### src/rtl/watch_set_controller.sv
// rtl/watch_set_controller.sv - watch time-setting FSM with field select, auto-repeat, inactivity timeout and field blink
module watch_set_controller #(
    parameter int HOLD_CYCLES    = 50_000_000,
    parameter int REPEAT_CYCLES  = 10_000_000,
    parameter int TIMEOUT_CYCLES = 1_000_000_000,
    parameter int BLINK_CYCLES   = 25_000_000
) (
    input  logic       clk,
    input  logic       reset,
    input  logic       i_btn_next,
    input  logic       i_btn_up,
    input  logic       i_btn_down,
    output logic       o_run,
    output logic       o_mode,
    output logic       o_hour_tick,
    output logic       o_min_tick,
    output logic       o_sec_tick,
    output logic       o_msec_clear,
    output logic [1:0] o_field,
    output logic       o_blink
);
    localparam int RPT_MAX = (HOLD_CYCLES > REPEAT_CYCLES) ? HOLD_CYCLES : REPEAT_CYCLES;
    localparam int RW = (RPT_MAX > 1) ? $clog2(RPT_MAX) : 1;
    localparam int TW = (TIMEOUT_CYCLES > 1) ? $clog2(TIMEOUT_CYCLES) : 1;
    localparam int BW = (BLINK_CYCLES > 1) ? $clog2(BLINK_CYCLES) : 1;
    localparam logic [RW-1:0] HOLD_LAST    = RW'(HOLD_CYCLES - 1);
    localparam logic [RW-1:0] REPEAT_LAST  = RW'(REPEAT_CYCLES - 1);
    localparam logic [TW-1:0] TIMEOUT_LAST = TW'(TIMEOUT_CYCLES - 1);
    localparam logic [BW-1:0] BLINK_LAST   = BW'(BLINK_CYCLES - 1);

    typedef enum logic [1:0] {
        RUN      = 2'd0,
        SET_HOUR = 2'd1,
        SET_MIN  = 2'd2,
        SET_SEC  = 2'd3
    } state_t;

    state_t        state;
    logic [2:0]    btn_now;
    logic [2:0]    btn_prev;
    logic [2:0]    btn_armed;
    logic [2:0]    btn_edge;
    logic          next_edge;
    logic          both_high;
    logic          ud_edge;
    logic          in_set;
    logic          rep_held;
    logic          rep_fire;
    logic          fire;
    logic          fire_dir;
    logic          rep_active;
    logic          rep_dir;
    logic          rep_phase;
    logic [RW-1:0] rep_cnt;
    logic [TW-1:0] idle_cnt;
    logic [BW-1:0] blink_cnt;

    // A button only becomes armed once seen low, so a press held across reset never edges.
    assign btn_now   = {i_btn_down, i_btn_up, i_btn_next};
    assign btn_edge  = btn_now & ~btn_prev & btn_armed;
    assign next_edge = btn_edge[0];
    assign both_high = i_btn_up & i_btn_down;
    assign ud_edge   = (btn_edge[1] | btn_edge[2]) & ~both_high;
    assign in_set    = (state != RUN);
    assign rep_held  = rep_dir ? i_btn_down : i_btn_up;
    assign rep_fire  = rep_active & rep_held & ~both_high &
                       (rep_cnt == (rep_phase ? REPEAT_LAST : HOLD_LAST));
    assign fire      = in_set & ~next_edge & (ud_edge | rep_fire);
    assign fire_dir  = ud_edge ? btn_edge[2] : rep_dir;
    assign o_field   = state;

    always_ff @(posedge clk or posedge reset) begin
        if (reset) begin
            state        <= RUN;
            o_run        <= 1'b1;
            o_mode       <= 1'b0;
            o_hour_tick  <= 1'b0;
            o_min_tick   <= 1'b0;
            o_sec_tick   <= 1'b0;
            o_msec_clear <= 1'b0;
            o_blink      <= 1'b0;
            btn_prev     <= '0;
            btn_armed    <= '0;
            rep_active   <= 1'b0;
            rep_dir      <= 1'b0;
            rep_phase    <= 1'b0;
            rep_cnt      <= '0;
            idle_cnt     <= '0;
            blink_cnt    <= '0;
        end else begin
            btn_prev     <= btn_now;
            btn_armed    <= btn_armed | ~btn_now;
            o_hour_tick  <= 1'b0;
            o_min_tick   <= 1'b0;
            o_sec_tick   <= 1'b0;
            o_msec_clear <= 1'b0;

            if (!in_set) begin
                o_blink   <= 1'b0;
                blink_cnt <= '0;
            end else if (blink_cnt == BLINK_LAST) begin
                o_blink   <= ~o_blink;
                blink_cnt <= '0;
            end else begin
                blink_cnt <= blink_cnt + BW'(1);
            end

            // rep_phase 0 waits out the initial hold, 1 runs at the repeat period.
            if (fire) begin
                o_hour_tick <= (state == SET_HOUR);
                o_min_tick  <= (state == SET_MIN);
                o_sec_tick  <= (state == SET_SEC);
                o_mode      <= fire_dir;
                o_blink     <= 1'b0;
                blink_cnt   <= '0;
                rep_active  <= 1'b1;
                rep_dir     <= fire_dir;
                rep_phase   <= ~ud_edge;
                rep_cnt     <= '0;
            end else if (!in_set || next_edge || both_high || !rep_held) begin
                rep_active <= 1'b0;
                rep_cnt    <= '0;
            end else if (rep_active) begin
                rep_cnt <= rep_cnt + RW'(1);
            end

            if ((|btn_edge) || fire) begin
                idle_cnt <= '0;
            end else if (in_set) begin
                idle_cnt <= idle_cnt + TW'(1);
            end else begin
                idle_cnt <= '0;
            end

            if (next_edge) begin
                o_blink   <= 1'b0;
                blink_cnt <= '0;
                case (state)
                    RUN:      state <= SET_HOUR;
                    SET_HOUR: state <= SET_MIN;
                    SET_MIN:  state <= SET_SEC;
                    default:  state <= RUN;
                endcase
                o_run        <= (state == SET_SEC);
                o_msec_clear <= (state == SET_SEC);
            end else if (in_set && !fire && !(|btn_edge) && idle_cnt == TIMEOUT_LAST) begin
                state        <= RUN;
                o_run        <= 1'b1;
                o_msec_clear <= 1'b1;
                o_blink      <= 1'b0;
                blink_cnt    <= '0;
            end
        end
    end
endmodule

### config.mk
export PLATFORM = sky130hd
export DESIGN_NAME = watch_set_controller
export DESIGN_NICKNAME = d
export VERILOG_FILES = /design/src/rtl/watch_set_controller.sv
export SDC_FILE = /design/constraint.sdc
export NUM_CORES = 1
export LEC_CHECK = 0
export CORE_AREA = 5 5 125 127
export DETAILED_ROUTE_END_ITERATION = 8
export DIE_AREA = 0 0 130 132
export SLEW_MARGIN = 20
export SYNTH_ARGS = -nofsm -noshare
export SYNTH_HDL_FRONTEND = slang
export SYNTH_SLANG_ARGS = --single-unit
### constraint.sdc
create_clock -name clk -period 7.8 [get_ports clk]
set_clock_uncertainty 0.1 [all_clocks]
set_input_delay 1.56 -clock clk [delete_from_list [all_inputs] [get_ports clk]]
set_output_delay 1.56 -clock clk [all_outputs]
set_load 0.01 [all_outputs]
== Word level (Yosys, flattened, before mapping) ==
Index checks and enable logic that the tools add are counted.

* Bits in registers: 98
* Latch bits: 0
* Memory bits (writable): 0
* ROM bits: 0
* Bits of input ports: 5
* Word-level logic and storage cells: 90
* Memories kept: 0

* $add $sub $neg: 3
* Multipliers: 0
* Divide/modulo/power cells: 0
* Order comparisons: 0
* Eq/ne operators: 7
* Shift operators: 0
* Mux-type cells: 29
* Bitwise gates (word level): 18
* Reduce and logical (&&, ||, !) cells: 18

{| class="wikitable"
|+ Operator list
! kind !! count
|-
| $mux 25 || 5
|-
| $mux 26 || 4
|-
| $mux 30 || 2
|-
| $add 30x1->30 const B || 1
|-
| $eq 30x30->1 const B || 1
|-
| $add 26x1->26 const B || 1
|-
| $eq 26x26->1 || 1
|-
| $add 25x1->25 const B || 1
|-
| $eq 25x25->1 const B || 1
|-
| $mux 1 || 15
|-
| $and 1x1->1 || 7
|-
| $and 3x3->3 || 2
|-
| $not 3->3 || 2
|-
| $pmux 2 s3 || 1
|-
| $reduce_bool 2->1 || 3
|-
| $ne 5x2->1 const B || 1
|-
| $eq 2x2->1 const B || 2
|-
| $logic_not 1->1 || 4
|-
| $logic_or 1x1->1 || 4
|-
| $mux 2 || 2
|-
| $not 1->1 || 4
|-
| $logic_and 1x1->1 || 3
|-
| $or 3x3->3 || 1
|-
| $reduce_bool 3->1 || 1
|-
| other kinds (5) || 6
|}

== Depth between registers and ports, before layout ==
Gate-level depths: netlist of run 1.

* Depth after elaboration: 13
* Depth in mapped cells: 7

== Worst setup path after synthesis of run 1 ==
Ideal clock, no wire load.

* Kind: input to register
* Start: in i_btn_down
* End: reg blink_cnt[12]
* Library setup time: 0.125 ns
* Arrival time: 2.646 ns
* Data required time: 7.575 ns
* Slack: 4.929 ns
* Cell stages on the path: 6
* Cells stage by stage: mux2i_1 nor4b_1 o2111ai_2 a21oi_1 buf_2 nor3_1

* Cells in the longest elaborated chain, start to end: 12
* Elaborated cells on any way between the ends: 21
* Classes of those cells: 4 x mux; 11 x bitwise; 6 x reduce/logical

{| class="wikitable"
|+ Ends and longest elaborated chain
! item !! RTL line !! source
|-
| start: declaration || 12 || <nowiki>input logic i_btn_down,</nowiki>
|-
| $and 3x3->3 (tied with other cells) (2 in series) || 60 || <nowiki>assign btn_edge = btn_now & ~btn_prev & btn_armed;</nowiki>
|-
| $or 1x1->1 or $and 1x1->1 (tied branches) || 63, 66 ||
|-
| $and 1x1->1 (on tied branches) || 63, 66 ||
|-
| $or 1x1->1 || 68 || <nowiki>assign fire = in_set & ~next_edge & (ud_edge | rep_fire);</nowiki>
|-
| $and 1x1->1 || 68 ||
|-
| $logic_not 1->1 || 146 || <nowiki>end else if (in_set && !fire && !(|btn_edge) && idle_cnt == TIMEOUT_LAST) begin</nowiki>
|-
| $logic_and 1x1->1 (3 in series) || 146 ||
|-
| $mux 25 * || 146 ||
|-
| $mux 25 * || 135 || <nowiki>if (next_edge) begin</nowiki>
|-
| end signal: assignment || 105 || <nowiki>blink_cnt <= blink_cnt + BW'(1);</nowiki>
|-
| end: declaration || 56 || <nowiki>logic [BW-1:0] blink_cnt;</nowiki>
|}

Mark *: on every way between the ends. The rest lies on a longest branch, timed or not.
A chain may end at the register's enable or synchronous reset.

== Worst setup path in the final report of run 1 ==
* Start: in i_btn_down
* End: reg idle_cnt[7]

* Cells in the longest elaborated chain, start to end: 8
* Elaborated cells on any way between the ends: 15
* Classes of those cells: 2 x mux; 11 x bitwise; 2 x reduce/logical

{| class="wikitable"
|+ Ends and longest elaborated chain
! item !! RTL line !! source
|-
| $and 3x3->3 (tied with other cells) (2 in series) || 60 ||
|-
| $or 1x1->1 or $and 1x1->1 (tied branches) || 63, 66 ||
|-
| $and 1x1->1 (on tied branches) || 63, 66 ||
|-
| $or 1x1->1 || 68 ||
|-
| $and 1x1->1 || 68 ||
|-
| $logic_or 1x1->1 * || 127 || <nowiki>if ((|btn_edge) || fire) begin</nowiki>
|-
| $mux 30 * || 127 ||
|-
| end signal: assignment || 130 || <nowiki>idle_cnt <= idle_cnt + TW'(1);</nowiki>
|-
| end: declaration || 55 || <nowiki>logic [TW-1:0] idle_cnt;</nowiki>
|}

Marks and branches as above.

==> impl_metrics.yaml, run 1 <==
worst_setup_path:
  critPathLaunchType: "primary input"
  critPathCaptureType: "flop"
  critPathTopFamily: "compound AO/OA/AOI/OAI gates"
  cp_slowest_cell: "o21ai_4"
  cp.arrival_ns: 3.73
  max_stage_delay_ns: 0.68
  worstPathMaxFanout: 30
  crit_chain: "clkdlybuf4s50_1 -> mux2i_1 -> nor4b_1 -> o2111ai_2 -> o21ai_4 -> nor2_1"
  cp_num_buf_inv: 1
  crit_type: "in -> reg"
  crit_required_ns: 7.90
clocking:
  clock_latency_ns: 0.35
  cts_buffer_depth: 2
  post_cts_resized: 0
  numCtsBuffers: 9
  cts.sinks: 98
  cts_setup_buffers: 0
  clk_pin_slew_ns: 0.06
  h-tree-depth: 3
  cts_root_buffer: "clkbuf_16"
  holdBufCountCts: 0
  cts_tree: "yes"
die:
  fp.dieH_um: 132
  ios: 14
  rows: 44
  core-area_um2: 14300
  die_x_um: 130
  die-area_um2: 17200
  initial_utilization_pct: 34.2
route:
  routedWlPerCell_um: 13.5
  ant_nets: 0
  drtIter0Drc: 267
  firstDrtPassIters: 4
  vias_per_cell: 5.00
  wirelength_um: 9420
  vias: 3489
  drc: 0
yosys:
  synth.most_common_cell: "dfrtp_1"
  ys_ff_latch: 98
  synth_top_cell_by_area: "dfrtp_1"
  synth_edf_count: 0
  ys_warn_count: 0
  synthesis.area_um2: 4890
  synthCells: 494
  yosysSeqAreaShare_pct: 50.2
  synthTopCellsByArea: "dfrtp_1, xor2_1, nor2_1"
  synthArstFlopShare_pct: 100
  synth.top_cell.area_share_pct: 49.6
  ys_top_cells_by_count: "dfrtp_1, nor2_1, xor2_1, nand2_1, nand4_1"
  syn_nets: 506
  avgSynthCellArea_um2: 9.90
  synth_cell_types: 50
  synth-main-ff-cell: "dfrtp_1"
grt:
  grt_pass1_wl_um: 17300
  grt_start_max_net_pins: 80
  antenna_found_initial: 0
  grt_overflow: 0
  grt_pass1_vias: 3581
  gr-usage-all-layers_pct: 12.4
run_status:
  outcome: "finished, final reports clean"
final_layout:
  nets: 521
  fin_util_pct: 38.5
  area_growth_pct: 12.7
  diodes: 0
  layout-drive-gt1-share_pct: 6.42
timing:
  rsz0062_at_grt: "false"
  final_max_slew_viol_count: 0
  hold_viol_final: 0
  fin_hold_ws_ns: 0.375
  min_period_ns: 3.64
  fin_crit_sh_pct: 46.6
  tightestPinTransition_ns: 0.844
  setup_viol: 0
  fmaxAchievable_ghz: 0.275
  tns_ns: 0
  maxSlewHeadroom_pct: 43.3
hold_path:
  hold_class: "reg -> reg"
placed_design:
  place.gp.congestion: 0.818
  numPortBuffers: 13
  dp_hpwl_um: 6480
power:
  ir_worst_vdd_mv: 0.0933
  powerDensity_nw_per_um2: 211
  leakagePower_uw: 0.00219
job:
  maxCapViolations: 0
-- worst register-to-register path, stage by stage, from the launching register on --
cell	delay, ns
dfrtp_1	0.45
or4bb_1	0.50
nor3_1	0.27
o2111ai_2	0.29
o21ai_4	0.69
nor2_1	0.12
-- cells in the final DEF, fill, tap and decap left out, drive strengths merged, types with 2 or more instances in the layout --
cell type      count
dfrtp             97
nor2              89
xor2              45
nand2             40
nand4             34
xnor2             30
nor3              29
nand3             22
clkdlybuf4s50     13
inv               11
clkbuf            11
nor4              10
and4               9
and3               8
and2               7
ha                 7
a21oi              4
o21ai              4
clkinv             4
or4                3
or3                3
nand2b             3
nand3b             3
nand4b             2
mux2i              2
or2                2
o21a               2
a31o               2
nor4b              2
buf                2
-- cells by family (layout without fill, tap and decap cells) --
| family | Yosys count | after routing | synth area share [%] |
|---|---|---|---|
| mux | 2 | 2 | 0.409 |
| buf+inv | 22 | 42 | 2.20 |
| xor+xnor | 75 | 75 | 13.4 |
| flops | 98 | 98 | 50.2 |
| simple gates | 270 | 270 | 28.9 |
| compound gates | 20 | 20 | 3.07 |
| fa+ha+maj | 7 | 7 | 1.79 |
-- area by class of cell --
type,count,area [µm²]
Inverter,11,43.8
Multi-Input combinational cell,374,2340
Clock buffer,11,243
Clock inverter,5,53.8
Sequential cell,98,2450
Tap cell,184,230
Fill cell,1438,8800
Timing Repair Buffer,15,149
-- layer usage --
layer  GRT usage [%]  wire (µm)
met2            19.0       4510
met5               0          0
met4            4.91        149
met3            3.16        266
met1            16.6       4490
-- state kept, by name (all words and copies together), names as in the netlist --
signal,flops
blink_cnt,25
btn_armed,3
btn_prev,3
idle_cnt,30
o_blink,1
o_field,2
o_hour_tick,1
o_min_tick,1
o_msec_clear,1
o_run,1
o_sec_tick,1
rep_active,1
rep_cnt,26
rep_dir,1
rep_phase,1
-- path summary, 6_finish.rpt --
path,start,to,slack (ns),cells past startpoint
hold reg to reg,btn_armed[1],btn_armed[1],0.38,1
setup reg to reg,rep_cnt[17],idle_cnt[7],5.25,5
min in group asynchronous,reset,o_sec_tick,1.40,2
setup / recovery,i_btn_down,idle_cnt[7],4.16,6
max in group asynchronous,reset,idle_cnt[15],5.23,3
hold / removal,btn_armed[1],btn_armed[1],0.38,1
-- power breakdown --
group	internal, µW	switching, µW	leakage (µW)
Combinational	60.1	107	0.000708
Clock	256	185	0.000149
Sequential	531	24.4	0.00133
-- through the flow --
step,worst slack [ns],instances,power [µW],instance area (µm²)
after floorplan,3.58,494,681,4890
after global placement,3.53,682,733,5200
after detailed placement,3.78,682,737,5210
after CTS,4.15,698,1190,5510
after global routing,3.94,698,1230,5510
final,4.16,698,1160,5510
No activity file was read; power rests on OpenSTA's default activity.
==> inputs of run 2 (changes only) <==
Clock period 7.8 ns to 3.29 ns, I/O delays scaled along.
==> run 2 against run 1 <==
  * Critical path depth unchanged
  * Flip-flop and latch count did not move
  * Setup slack got worse by 3.5 ns
  * First-iteration DRC count fell by 1.9%
  * Sequential share of layout area fell by 0.50 points
  * Utilization grew 0.44 points
  * Combinational power grew 140%
  * Routed wire length grew 1.6%
  * Global-route usage is 0.55 points lower
  * Via count rose by 2.5%
  * Die area did not move
  * Largest cell class unchanged
  * Largest power group unchanged
==> impl_metrics.yaml, run 2 (synthesis gave the netlist of run 1 again) <==
placed_design:
  dp_hpwl_um: 6720
  place.gp.congestion: 0.785
  numPortBuffers: 13
  place_area_um2: 5240
clocking:
  numCtsBuffers: 9
  clk_pin_slew_ns: 0.07
  cts.sinks: 98
  h-tree-depth: 3
  cts_buffer_depth: 2
  cts_setup_buffers: 0
  cts_root_buffer: "clkbuf_16"
  post_cts_resized: 0
  clock_latency_ns: 0.34
  cts_tree: "yes"
  holdBufCountCts: 0
route:
  ant_nets: 0
  vias: 3577
  drc: 0
  wirelength_um: 9570
  firstDrtPassIters: 4
  drtIter0Drc: 262
  routedWlPerCell_um: 13.6
  vias_per_cell: 5.10
power:
  p_sw_uw: 747
  leakagePower_uw: 0.00222
  p_int_uw: 2150
  sw_frac_of_total_pct: 25.8
  pwr-share-seq_pct: 45.6
  ir_worst_vdd_mv: 0.320
  powerDensity_nw_per_um2: 519
  power_frac_clock_pct: 40.4
  p_comb_share_pct: 14.0
timing:
  min_period_ns: 2.58
  rsz0062_at_grt: "false"
  tightestPinTransition_ns: 0.786
  final_max_slew_viol_count: 0
  maxSlewHeadroom_pct: 47.2
  tns_ns: 0
  fmaxAchievable_ghz: 0.387
  fin_crit_sh_pct: 78.4
  setup_viol: 0
  hold_viol_final: 0
worst_setup_path:
  crit_required_ns: 3.39
  worstPathMaxFanout: 10
  critPathCaptureType: "flop"
  crit_type: "in -> reg"
  critPathLaunchType: "primary input"
  cp.arrival_ns: 2.69
die:
  rows: 44
  ios: 14
  core-area_um2: 14300
  initial_utilization_pct: 34.2
  die-area_um2: 17200
  fp.dieH_um: 132
  die_x_um: 130
grt:
  grt_start_max_net_pins: 49
  antenna_found_initial: 0
  grt_pass1_vias: 3443
  grt_overflow: 0
  gr-usage-all-layers_pct: 11.8
  grt_pass1_wl_um: 16700
final_layout:
  final_cell_mix: "dfrtp_1, nor2_1, xor2_1"
  area_growth_pct: 14.0
  layout_commonest_cell: "dfrtp_1"
  top_register: "idle_cnt"
  diodes: 0
  nFillCells: 1386
  nets: 524
  top_regs: "idle_cnt (30), rep_cnt (26), blink_cnt (25)"
  finish.instance_area_um2: 5580
  largest_reg_flops: 30
  layout-drive-gt1-share_pct: 6.96
hold_path:
  hold_class: "reg -> reg"
run_status:
  outcome: "finished, final reports clean"
job:
  maxCapViolations: 0
-- run 2: changes by cell type in the layout (fill, tap and decap cells not counted), sizes merged --
cell      previous run  this run
inv                 11        10
clkbuf              11        10
bufinv               1         3
clkinv               4         3
buf                  2         5
clkinvlp             0         1
-- run 2: cell type report --
type | instances | area, µm² | area share (%)
clock buffers | 10 | 229 | 4.11
well taps | 184 | 230 | 4.13
flip-flops and latches | 98 | 2450 | 44.0
multi-input cells | 374 | 2330 | 41.8
inverters | 11 | 45.0 | 0.808
repair buffers | 18 | 180 | 3.23
clock inverters | 6 | 105 | 1.89
-- run 2: layer usage --
metal | wire (µm) | track usage [%] | up-vias
met3 | 258 | 2.03 | 16
met5 | 0 | 0 | -
met1 | 4540 | 16.2 | 1759
met2 | 4560 | 18.2 | 53
li1 | - | - | 1749
met4 | 210 | 5.25 | 0
-- run 2: stage by stage --
step / total power [µW] / hold WS (ns) / instances / utilization, % / worst slack (ns)
finish: 2890 / 0.371 / 701 / 39.0 / 0.709
global route: 3030 / 0.391 / 701 / 39.0 / 0.448
CTS: 2930 / 0.376 / 701 / 39.0 / 0.657
detailed placement: 1750 / 0.358 / 685 / 36.6 / 0.297
global placement: 1750 / 0.350 / 685 / 36.6 / 0.391
floorplan: 1610 / 0.335 / 494 / - / 1.25
-- run 2: worst paths after layout --
kind,startpoint,to,depth (start not counted),slack (ns)
worst max-delay path,i_btn_down,blink_cnt[4],6,0.71
worst min-delay path,btn_armed[2],btn_armed[2],1,0.37
worst max register to register,idle_cnt[16],blink_cnt[4],5,0.82
worst min register to register,btn_armed[2],btn_armed[2],1,0.37
max in group asynchronous,reset,o_run,3,1.67
min in group asynchronous,reset,blink_cnt[24],2,0.66
-- run 2: power by group through the flow --
stage                     Combinational (µW)  Clock [µW]  Sequential (µW)
final                                    405        1170             1320
after global routing                     459        1240             1330
after detailed placement                 413           0             1340
after CTS                                413        1200             1320
after floorplan                          281           0             1330
after global placement                   410           0             1340
-- run 2: worst max-delay path: stages --
cell and delay (ns):
clkdlybuf4s50_1 0.59, mux2i_1 0.11, nor4b_1 0.34, o2111ai_2 0.33
a22oi_2 0.53, nor2_1 0.11
==> inputs of run 3 (changes only) <==
Clock period 3.29 ns to 2.4 ns, I/O delays scaled along.
==> run 3 against run 2 <==
  * Via count is the same
  * Clock-buffer cell count unchanged
  * First-iteration DRC count down 14%
  * Critical path depth grew 1
  * Setup slack got worse by 0.60 ns
  * Cell count increased by 2.1%
  * Global-route usage increased by 0.23 points
  * Utilization up 0.82 points
  * Die area unchanged
  * Critical endpoint is now blink_cnt[8]
==> impl_metrics.yaml, run 3 (synthesis gave the netlist of run 1 again) <==
timing:
  hold_viol_final: 0
  fmaxAchievable_ghz: 0.436
  fin_hold_ws_ns: 0.365
  maxSlewHeadroom_pct: 64.7
  setup_viol: 0
  fin_crit_sh_pct: 95.5
  min_period_ns: 2.29
  final_max_slew_viol_count: 0
  setup_ws_ns: 0.108
  rsz0062_at_grt: "true"
  tightestPinTransition_ns: 0.525
power:
  powerDensity_nw_per_um2: 681
  power_frac_clock_pct: 37.7
  pwr-share-seq_pct: 46.5
  p_sw_uw: 1060
  ir_worst_vdd_mv: 0.312
  sw_frac_of_total_pct: 27.4
  p_comb_share_pct: 15.8
  p_int_uw: 2810
  leakagePower_uw: 0.00229
die:
  die_x_um: 130
  ios: 14
  initial_utilization_pct: 34.2
  fp.dieH_um: 132
  die-area_um2: 17200
  core-area_um2: 14300
  rows: 44
clocking:
  cts_setup_buffers: 0
  clk_pin_slew_ns: 0.07
  h-tree-depth: 3
  cts.sinks: 98
  cts_root_buffer: "clkbuf_16"
  cts_buffer_depth: 2
  holdBufCountCts: 0
  numCtsBuffers: 9
  cts_tree: "yes"
  clock_latency_ns: 0.35
placed_design:
  dp.cells: 701
  numPortBuffers: 13
  place.gp.congestion: 0.776
  dp_worst_setup_slack_ns: -0.225
  dp_hpwl_um: 6620
worst_setup_path:
  worstPathMaxFanout: 10
  crit_type: "reg -> reg"
  critPathCaptureType: "flop"
  regToRegSetupSlack_ns: 0.11
  crit_required_ns: 2.54
  cp.arrival_ns: 2.43
  critPathLaunchType: "flop"
final_layout:
  top_regs: "idle_cnt (30), rep_cnt (26), blink_cnt (25)"
  layout-drive-gt1-share_pct: 9.96
  nFillCells: 1415
  top_register: "idle_cnt"
  stdcell_count: 716
  largest_reg_flops: 30
  diodes: 0
  layout_commonest_cell: "dfrtp_1"
  fin_util_pct: 39.8
  area_growth_pct: 16.4
  final_cell_mix: "dfrtp_1, nor2_1, xor2_1"
  nets: 540
route:
  routedWlPerCell_um: 13.6
  vias: 3577
  firstDrtPassIters: 4
  ant_nets: 0
  wirelength_um: 9710
  drtIter0Drc: 225
  vias_per_cell: 5.00
  drc: 0
grt:
  grt_overflow: 0
  top_usage_layer: "met2"
  grt.met2_usage_pct: 18.7
  gr-usage-all-layers_pct: 12.0
  grt_pass1_wl_um: 17000
  use_met3_pct: 3.65
  grt_util_met1_pct: 16.1
  antenna_found_initial: 0
  grt_start_max_net_pins: 99
  grt_pass1_vias: 3592
run_status:
  outcome: "finished, final reports clean"
hold_path:
  hold_class: "reg -> reg"
job:
  maxCapViolations: 0
## run 3: cell types whose count changed in the layout (fill, tap and decap cells not counted), sizes merged
cell / previous run / this run
clkinv: 3 / 1
buf: 5 / 21
clkinvlp: 1 / 2
inv: 10 / 12
bufinv: 3 / 1
## run 3: worst max-delay path, stage by stage, from the launching register on
cell and delay, ns:
dfrtp_1 0.42, or4_1 0.57, nor4_1 0.30, buf_4 0.18, nand3_1 0.13, a22oi_2 0.20, buf_4 0.20, nor2_1 0.08
## run 3: per-stage QoR
| stage | total power (µW) | instance area (µm²) | TNS (ns) |
|---|---|---|---|
| global route | 4070 | 5690 | -0.0736 |
| detailed placement | 2450 | 5390 | -11.50 |
| global placement | 2440 | 5390 | -6.19 |
| CTS | 3930 | 5690 | 0 |
| finish | 3880 | 5690 | 0 |
| floorplan | 2210 | 4890 | 0 |
## run 3: power groups by stage
stage | Sequential, µW | Clock (µW) | Combinational [µW]
global placement | 1830 | 0 | 609
finish | 1800 | 1460 | 610
CTS | 1800 | 1510 | 618
detailed placement | 1840 | 0 | 613
global route | 1820 | 1580 | 681
floorplan | 1830 | 0 | 385
## run 3: final timing paths
path / from / endpoint / cells past startpoint
max: idle_cnt[16] / blink_cnt[8] / 7
min: btn_armed[1] / btn_armed[1] / 1
max reg2reg: idle_cnt[16] / blink_cnt[8] / 7
min reg2reg: btn_armed[1] / btn_armed[1] / 1
max in group asynchronous: reset / rep_cnt[1] / 3
min in group asynchronous: reset / blink_cnt[6] / 3
## run 3: per-layer routing
metal	up-vias	routed length, µm
li1	1791	-
met1	1739	4580
met2	36	4680
met3	11	313
met4	0	141
met5	-	0
## run 3: final cells by class
class | count | area [µm²] | share of cell area, %
Tap cell | 184 | 230 | 4.04
Multi-Input combinational cell | 374 | 2330 | 41.0
Clock inverter | 5 | 62.6 | 1.10
Timing Repair Buffer | 34 | 329 | 5.78
Clock buffer | 10 | 239 | 4.20
Inverter | 11 | 45.0 | 0.791
Sequential cell | 98 | 2450 | 43.1
## run 3: repair_timing
action,CTS,global route
endpoints found under the setup margin,0,21
resized for setup,0,2
hold endpoints to repair,0,0
